File: config.mk
export PLATFORM = sky130hd
export DESIGN_NAME = bp_me_fifo_credit_arbiter
export DESIGN_NICKNAME = d
export VERILOG_FILES = /design/src/rtl/bp_me_fifo_credit_arbiter.sv
export SDC_FILE = /design/constraint.sdc
export NUM_CORES = 1
export LEC_CHECK = 0
export BUFFER_PORTS_ARGS = -buffer_cell sky130_fd_sc_hd__buf_2
export CAP_MARGIN = 15
export CELL_PAD_IN_SITES_DETAIL_PLACEMENT = 2
export CELL_PAD_IN_SITES_GLOBAL_PLACEMENT = 2
export CORE_AREA = 2 2 334 336
export CTS_BUF_LIST = sky130_fd_sc_hd__clkbuf_4 sky130_fd_sc_hd__clkbuf_8 sky130_fd_sc_hd__clkbuf_16
export CTS_CLUSTER_DIAMETER = 60
export CTS_CLUSTER_SIZE = 25
export DETAILED_ROUTE_END_ITERATION = 10
export DIE_AREA = 0 0 336 338
export GPL_TIMING_DRIVEN = 0
export HOLD_SLACK_MARGIN = 0.12
export PLACE_DENSITY = 0.49
export SETUP_SLACK_MARGIN = 0.15
export SLEW_MARGIN = 20
export SYNTH_ARGS = -nofsm -noshare
export SYNTH_HDL_FRONTEND = slang
export SYNTH_SLANG_ARGS = --single-unit
File: constraint.sdc
create_clock -name clk_i -period 5.21 [get_ports clk_i]
set_input_delay 1.042 -clock clk_i [delete_from_list [all_inputs] [get_ports clk_i]]
set_output_delay 1.042 -clock clk_i [all_outputs]
set_load 0.02 [all_outputs]
File: src/rtl/bp_me_fifo_credit_arbiter.sv
// bp_me_fifo_credit_arbiter: round-robin, credit-limited fwd arbiter with in-order rev steering.
// BP_ME_FIFO_ARB_RESP_CHECK_EN: accept and flag orphan responses instead of stalling them.
module bp_me_fifo_credit_arbiter #(
  parameter int num_req_p     = 2,
  parameter int num_credits_p = 8,
  parameter int fwd_width_p   = 168,
  parameter int rev_width_p   = 168
) (
  input  logic                               clk_i,
  input  logic                               reset_i,
  input  logic [num_req_p*fwd_width_p-1:0]   fwd_i,
  input  logic [num_req_p-1:0]               fwd_v_i,
  output logic [num_req_p-1:0]               fwd_ready_and_o,
  output logic [fwd_width_p-1:0]             fwd_o,
  output logic                               fwd_v_o,
  input  logic                               fwd_ready_and_i,
  input  logic [rev_width_p-1:0]             rev_i,
  input  logic                               rev_v_i,
  output logic                               rev_ready_and_o,
  output logic [rev_width_p-1:0]             rev_o,
  output logic [num_req_p-1:0]               rev_v_o,
  input  logic [num_req_p-1:0]               rev_ready_and_i,
  input  logic                               drain_i,
  output logic                               idle_o,
  output logic [$clog2(num_credits_p+1)-1:0] credits_used_o,
  output logic                               err_o
);
  localparam int idw = $clog2(num_req_p);
  localparam int pw  = num_credits_p > 1 ? $clog2(num_credits_p) : 1;
  localparam int cw  = $clog2(num_credits_p+1);
  logic [idw-1:0] last_r, lock_id_r, g, h;
  logic           locked_r;
  logic [idw-1:0] trk_r [num_credits_p];
  logic [pw-1:0]  wptr_r, rptr_r;
  logic           empty, full, issue_ok, fwd_hs, rev_hs;
  function automatic logic [pw-1:0] nxt(input logic [pw-1:0] p);
    return p == pw'(num_credits_p-1) ? '0 : p + 1'b1;
  endfunction
  // Scan downward so the nearest valid requester after last_r wins.
  always_comb begin
    g = locked_r ? lock_id_r : idw'((int'(last_r) + 1) % num_req_p);
    if (!locked_r)
      for (int i = num_req_p; i >= 1; i--)
        if (fwd_v_i[idw'((int'(last_r) + i) % num_req_p)]) g = idw'((int'(last_r) + i) % num_req_p);
  end
  assign empty           = credits_used_o == '0;
  assign full            = credits_used_o == cw'(num_credits_p);
  assign issue_ok        = !full & (locked_r | !drain_i);
  assign fwd_v_o         = issue_ok & fwd_v_i[g];
  assign fwd_o           = fwd_i[g*fwd_width_p +: fwd_width_p];
  assign fwd_ready_and_o = num_req_p'(fwd_ready_and_i & issue_ok) << g;
  assign h               = trk_r[rptr_r];
  assign rev_o           = rev_i;
  assign rev_v_o         = num_req_p'(rev_v_i & !empty) << h;
`ifdef BP_ME_FIFO_ARB_RESP_CHECK_EN
  assign rev_ready_and_o = empty | rev_ready_and_i[h];
  always_ff @(posedge clk_i or posedge reset_i)
    if (reset_i) err_o <= 1'b0;
    else if (rev_v_i & empty) err_o <= 1'b1;
`else
  assign rev_ready_and_o = !empty & rev_ready_and_i[h];
  assign err_o           = 1'b0;
`endif
  assign fwd_hs = fwd_v_o & fwd_ready_and_i;
  assign rev_hs = rev_v_i & rev_ready_and_o & !empty;
  assign idle_o = empty & !locked_r;
  always_ff @(posedge clk_i or posedge reset_i)
    if (reset_i) begin
      last_r         <= idw'(num_req_p-1);
      locked_r       <= 1'b0;
      lock_id_r      <= '0;
      wptr_r         <= '0;
      rptr_r         <= '0;
      credits_used_o <= '0;
    end else begin
      if (fwd_v_o & !fwd_ready_and_i) begin
        locked_r  <= 1'b1;
        lock_id_r <= g;
      end
      if (fwd_hs) begin
        locked_r <= 1'b0;
        last_r   <= g;
        wptr_r   <= nxt(wptr_r);
      end
      if (rev_hs) rptr_r <= nxt(rptr_r);
      credits_used_o <= credits_used_o + cw'(fwd_hs) - cw'(rev_hs);
    end
  always_ff @(posedge clk_i)
    if (fwd_hs) trk_r[wptr_r] <= g;
endmodule

==> run_results.csv, run 1 <==
group,metric,value,unit
die,dieArea,114000,um^2
logic_synthesis,ys_warn_count,0,
route,first_pass_iters,4,
clock_network,cts_tree,"yes",
sta,fin_hold_ws,0.536,ns
logic_synthesis,seq_area_frac_synth,12.6,%
logic_synthesis,syn-cell-area,4490,um^2
worst_setup_path,cp_num_buf_inv,3,
sta,fmax,0.242,GHz
worst_setup_path,cpPeakStageDelay,0.70,ns
placement,place_congestion,0.726,
final_layout,final_util,9.00,%
placement,dp_hpwl,45200,um
worst_setup_path,crit_fanout,10,
sta,layout_min_cycle_time,4.13,ns
logic_synthesis,synth_top_family_by_area,"simple AND/OR/NAND/NOR gates",
logic_synthesis,synth_area_leaders,"nand2_1, buf_4, dfrtp_1, edfxtp_1, clkbuf_1",
grt,grt_pass1_wl,62300,um
route,num_vias,7527,
worst_setup_path,crit_slowest_cell,"buf_1",
sta,post-route-period-util,79.3,%
job,drv_cap,0,
die,die_h,338,um
logic_synthesis,synth_adder_area_share,3.23,%
worst_hold_path,hold_start,"lock_id_r",
clock_network,cts_max_path_buffers,2,
worst_setup_path,crit_path_cell_trace,"nand2b_1, nand2_1, clkbuf_1, buf_1, nand2_1, nand2_1, buf_2",
final_layout,nets,2028,
clock_network,clk_latency,0.26,ns
worst_setup_path,crit_type,"flop to primary output",
worst_setup_path,crit_cells,7,
worst_setup_path,crit_family,"buffers and inverters",
placement,port_buffers,691,
logic_synthesis,synth_ff_type,"dfrtp_1",
logic_synthesis,synth-edff-count,8,
logic_synthesis,synth_common_cells,"nand2_1, buf_4, clkbuf_1",
logic_synthesis,synth.distinct_cells,35,
logic_synthesis,ys_ff_latch,21,
final_layout,drive_gt1_share,58.7,%
route,post_drt_wl_per_cell,16.2,um
logic_synthesis,synth_compound_area_share,1.67,%
logic_synthesis,synth_mux_area_share,3.98,%
die,die_x,336,um
die,core-area,110000,um^2
power,p_per_area,569,nW/um^2
route,drt-total-wl,48600,um
sta,hold_viol_final,0,
logic_synthesis,synth-simple-area-share,45.5,%
clock_network,cts_hold_buf,0,
die,start_util,4.08,%
final_layout,n_fill_cell,13503,
clock_network,cts_root_buf,"clkbuf_16",
worst_setup_path,cpMostUsedCell,"nand2_1",
grt,grt.total_usage,7.82,%
logic_synthesis,synthArstFlopShare,61.9,%
logic_synthesis,netlist_instances,809,
sta,rsz0062_at_grt,"false",
sta,slew_viol_final,0,
worst_hold_path,hold_path.class,"flop to flop",
clock_network,cts_setup_buffers,0,
worst_hold_path,holdPathStages,1,
status,outcome,"finished, final reports clean",
power,peakVddDrop,187,uV
worst_setup_path,r2r-start,"credits_used_o[2]",
sta,skew,0.00322,ns
route,ant_nets,0,
grt,antenna_found_initial,8,
sta,slew_headroom,39.8,%
route,via_per_inst,2.51,
worst_setup_path,r2r-end,"credits_used_o[2]",
sta,fin_setup_tns,0,ns
clock_network,cts_buffers,3,
clock_network,clock-sinks,21,
final_layout,syn2layout_area_growth,121,%
grt,grt_overflow,0,
worst_hold_path,hold_end,"lock_id_r",
worst_setup_path,cp.arrival,3.09,ns
worst_setup_path,reg2reg_depth,12,
logic_synthesis,synth_nets,1333,
logic_synthesis,syn_area_per_cell,5.55,um^2
grt,grt_max_degree,19,
sta,setup_viol,0,
die,num_io_pins,861,
worst_setup_path,cp-start-kind,"flop",
worst_setup_path,regToRegSetupSlack,2.21,ns
logic_synthesis,synth_xor_area_share,0.390,%
clock_network,htreeDepth,1,
clock_network,path_clk_slew,0.06,ns
logic_synthesis,synth_top_area_cell,"nand2_1",
route,remaining_drc_errors,0,
worst_setup_path,required,4.17,ns
logic_synthesis,yosysTopAreaCellShare,42.4,%
power,leakage,5.66,nW
worst_setup_path,end_kind,"primary output",
route,drt_iter0_markers,117,
sta,worst_pin_slew,0.904,ns
grt,grt_pass1_vias,8084,
logic_synthesis,synthMostInstantiatedCell,"nand2_1",
die,rows,122,
-- worst max path at each step --
| stage | start | to | slack [ns] |
|---|---|---|---|
| 3_5_place_dp | locked_r | fwd_o[87] | 0.30 |
| 4_1_cts | locked_r | fwd_o[87] | 0.70 |
| 5_1_grt | locked_r | fwd_o[87] | 0.68 |
| 6_report | locked_r | fwd_o[91] | 1.08 |
| 2_1_floorplan | drain_i | credits_used_o[2] | 2.17 |
| 3_3_place_gp | locked_r | fwd_o[87] | -0.09 |
-- state kept, by name, summed over array words and instances, names as in the netlist --
signal          flops
last_r              1
lock_id_r           1
locked_r            1
trk_r               8
rptr_r              3
wptr_r              3
credits_used_o      4
-- report_power, final --
part | total [mW] | internal [mW] | switching [mW] | leakage, nW
registers | 0.323 | 0.252 | 0.0706 | 0.222
clock network | 0.165 | 0.103 | 0.0622 | 0.0409
logic | 5.15 | 1.38 | 3.76 | 5.39
-- stage by stage --
| step | instance area (um^2) | cells | power [mW] | setup WS, ns |
|---|---|---|---|---|
| 4_1_cts | 9890 | 2991 | 5.98 | 0.703 |
| 3_5_place_dp | 9820 | 2988 | 5.82 | 0.296 |
| 6_report | 9910 | 2996 | 5.63 | 1.08 |
| 3_3_place_gp | 9810 | 2988 | 5.80 | -0.0892 |
| 5_1_grt | 9890 | 2991 | 6.21 | 0.683 |
| 2_1_floorplan | 4490 | 809 | 3.07 | 2.17 |
-- layer usage --
metal | vias up | share of wire [%] | global-route usage (%) | wire (um)
met5 | - | 0.12 | 0 | 58
met1 | 3403 | 39 | 9.15 | 18900
li1 | 3674 | - | - | -
met3 | 20 | 7.9 | 1.88 | 3840
met2 | 420 | 52 | 14.7 | 25400
met4 | 10 | 0.84 | 0.935 | 409
-- repair_timing --
action                                  4_1_cts  5_1_grt
endpoints found under the setup margin        4        0
resized for setup                             0        0
hold endpoints to repair                      0        0
-- cell type report --
class / count / area [um^2] / area share (%)
multi-input combinational: 568 / 2460 / 24.9
inverter: 13 / 48.8 / 0.493
buffer: 206 / 1420 / 14.3
timing repair buffer: 691 / 3460 / 34.9
antenna: 5 / 12.5 / 0.126
clock buffer: 3 / 75.1 / 0.758
clock inverter: 1 / 5.00 / 0.0505
sequential: 21 / 567 / 5.72
tap: 1488 / 1860 / 18.8
-- layout by cell type (no fill, tap or decap), drive strengths merged, types with 2 or more instances in the layout --
cell      n
clkbuf   37
nand2b    2
ha       10
mux2i     2
nor4      2
mux2      8
a22o      2
nor4b     4
dfrtp    12
inv      13
nand2   507
diode     5
edfxtp    8
nor2b     3
nor2      7
a21oi     4
buf     863
mux4      2
nor3      2
nand3     3
-- logic make-up (layout without fill, tap and decap cells) --
family          count (synthesis)  in the layout
compound gates                 11             11
xor+xnor                        2              2
fa+ha+maj                      11             11
buf+inv                       220            914
flops                          21             21
mux                            12             12
other cells                     1              6
simple gates                  531            531
(Power assumes the default switching activity.)
==> run 2, diff against run 1 <==
Settings changed: ABC_AREA from default to 1, CORE_AREA 2 2 334 336 to 2 2 338 340, DIE_AREA 0 0 336 338 to 0 0 340 342.
Clock period 5.21 ns to 3.84 ns, I/O delays scaled along.
==> run 2 against run 1 <==
Compared with the run above:
- critical path depth rose by 3
- design area rose by 1.5%
- power rose by 36%
- worst hold slack got worse by 0.032 ns
- combinational power rose by 36%
- non-clock buffer count did not move
- critical endpoint is now fwd_o[95]
- largest cell class unchanged
==> run_results.csv, run 2 <==
group,metric,value,unit
logic_synthesis,seq_area_frac_synth,12.3,%
grt,grt_pass1_wl,64500,um
grt,antenna_found_initial,9,
route,post_drt_wl_per_cell,15.9,um
worst_hold_path,hold_start,"last_r",
worst_setup_path,crit_start,"locked_r",
final_layout,n_fill_cell,13885,
die,rows,124,
route,drt-total-wl,48900,um
placement,dp_slack,0.212,ns
clock_network,cts_tree,"yes",
power,leakage,5.90,nW
clock_network,clock-sinks,21,
logic_synthesis,yosysTopAreaCellShare,43.9,%
worst_setup_path,cp-start-kind,"flop",
route,first_pass_iters,4,
logic_synthesis,ys_ff_latch,21,
route,ant_nets,0,
die,num_io_pins,861,
final_layout,regMostFlops,"trk_r",
logic_synthesis,ys_warn_count,0,
logic_synthesis,synthMostInstantiatedCell,"nand2_1",
grt,grt_overflow,0,
clock_network,cts_hold_buf,0,
clock_network,htreeDepth,1,
power,p_per_area,763,nW/um^2
die,start_util,4.07,%
logic_synthesis,synth_area_leaders,"nand2_1, buf_4, dfrtp_1, edfxtp_1, ha_1",
clock_network,cts_root_buf,"clkbuf_16",
final_layout,final_common_cell,"buf_2",
final_layout,drive_gt1_share,58.6,%
placement,dp_hpwl,45200,um
placement,place_congestion,0.714,
route,num_vias,7762,
worst_setup_path,r2r-end,"credits_used_o[1]",
final_layout,finalNonFillerCells,3069,
worst_setup_path,r2r-start,"credits_used_o[2]",
grt,grt.total_usage,7.82,%
placement,dp.cells,3061,
die,die_x,340,um
worst_hold_path,hold_path.class,"flop to flop",
sta,worst_pin_slew,0.721,ns
final_layout,largest_reg_flops,8,
worst_hold_path,hold_end,"last_r",
logic_synthesis,synth_ff_type,"dfrtp_1",
worst_setup_path,cp.arrival,2.53,ns
logic_synthesis,synthArstFlopShare,61.9,%
sta,layout_setup_ws,0.540,ns
logic_synthesis,synth.distinct_cells,25,
worst_setup_path,end_kind,"primary output",
final_layout,final_util,8.89,%
worst_setup_path,crit_type,"flop to primary output",
worst_setup_path,required,3.07,ns
grt,grt_pass1_vias,8222,
die,core-area,113000,um^2
route,remaining_drc_errors,0,
clock_network,clk_latency,0.26,ns
worst_setup_path,reg2reg_depth,13,
logic_synthesis,synth_nets,1382,
die,dieArea,116000,um^2
sta,rsz0062_at_grt,"false",
placement,port_buffers,691,
route,drt_iter0_markers,136,
sta,layout_min_cycle_time,3.30,ns
logic_synthesis,synth-edff-count,8,
final_layout,final_cell_mix,"buf_2, nand2_1, buf_4",
final_layout,top_regs,"trk_r: 8 flops, credits_used_o: 4 flops",
sta,slew_headroom,52.0,%
clock_network,path_clk_slew,0.06,ns
sta,fin_setup_tns,0,ns
logic_synthesis,syn-cell-area,4600,um^2
grt,grt_max_degree,18,
sta,skew,0.00383,ns
worst_setup_path,regToRegSetupSlack,1.37,ns
status,outcome,"finished, final reports clean",
clock_network,cts_buffers,3,
sta,fmax,0.303,GHz
logic_synthesis,netlist_instances,858,
sta,hold_viol_final,0,
job,drv_cap,0,
final_layout,syn2layout_area_growth,118,%
sta,fin_hold_ws,0.503,ns
sta,post-route-period-util,85.9,%
logic_synthesis,syn_area_per_cell,5.36,um^2
sta,setup_viol,0,
final_layout,nets,2078,
die,die_h,342,um
route,via_per_inst,2.53,
worst_hold_path,holdPathStages,2,
sta,slew_viol_final,0,
logic_synthesis,synth_common_cells,"nand2_1, buf_4, inv_1",
worst_setup_path,crit_fanout,11,
power,peakVddDrop,265,uV
clock_network,cts_max_path_buffers,2,
logic_synthesis,synth_top_area_cell,"nand2_1",
-- run 2: cell types whose count changed in the layout (fill, tap and decap cells not counted), moves of 4 or more --
cell      before  now
mux2_2         7    0
nor2_1         7   11
clkbuf_1      28    7
nor2_2         0    4
inv_1         12   29
nand3_1        3   15
clkbuf_2       6    1
nor4b_1        4    0
buf_2        692  705
nand2_1      507  538
buf_4        169  183
-- run 2: timing repair --
action,in CTS,in global routing
buffers inserted,0,0
resized for setup,2,1
setup endpoints to repair,9,1
-- run 2: cell type report --
| type | count | area (um^2) | area share (%) |
|---|---|---|---|
| timing repair buffer | 691 | 3460 | 34.4 |
| multi-input combinational | 597 | 2430 | 24.2 |
| tap | 1512 | 1890 | 18.8 |
| buffer | 206 | 1480 | 14.7 |
| sequential | 21 | 567 | 5.64 |
| inverter | 34 | 130 | 1.29 |
| clock buffer | 4 | 82.6 | 0.821 |
| antenna | 4 | 10.0 | 0.0996 |
-- run 2: worst max path at each step --
stage / cells after the start / slack (ns) / endpoint
3_5_place_dp: 8 / 0.21 / fwd_o[94]
4_1_cts: 10 / 0.17 / fwd_o[94]
3_3_place_gp: 8 / 0.24 / fwd_o[94]
2_1_floorplan: 10 / 1.50 / credits_used_o[2]
5_1_grt: 10 / 0.18 / fwd_o[94]
6_report: 10 / 0.54 / fwd_o[95]
-- run 2: cells by family after synthesis --
kind of cell / share of synthesized area, %
and+or+nand+nor: 48.1
buffers and inverters: 34.8
DFF: 12.3
adders and majority gates: 3.15
AOI/OAI and AO/OA: 1.17
xor gates and xnor gates: 0.381
other: 0.0815
-- run 2: through the flow --
| stage | power [mW] | instance area (um^2) |
|---|---|---|
| floorplan | 4.27 | 4600 |
| global placement | 7.89 | 9950 |
| detailed placement | 7.93 | 9950 |
| CTS | 8.20 | 10000 |
| global route | 8.65 | 10000 |
| finish | 7.68 | 10100 |
-- run 2: per-layer routing --
metal,up-vias,track usage (%),wire length [um]
li1,3782,-,-
met1,3576,10.8,22700
met2,387,12.6,22200
met3,13,2.14,3760
met4,4,0.608,196
met5,-,0,30
-- run 2: critical path: stages, from the launching register on --
cell and delay [ns]:
dfrtp_1 0.39, inv_2 0.07, nand2_2 0.06, nand2_2 0.07, buf_4 0.21, inv_2 0.25
buf_4 0.31, buf_4 0.31, nand2_1 0.09, nand2_1 0.11, buf_2 0.33
-- run 2: power breakdown --
part / internal (mW) / total, mW / switching, mW
sequential: 0.339 / 0.421 / 0.0820
clock: 0.149 / 0.236 / 0.0871
combinational: 1.91 / 7.02 / 5.11
total: 2.40 / 7.68 / 5.28
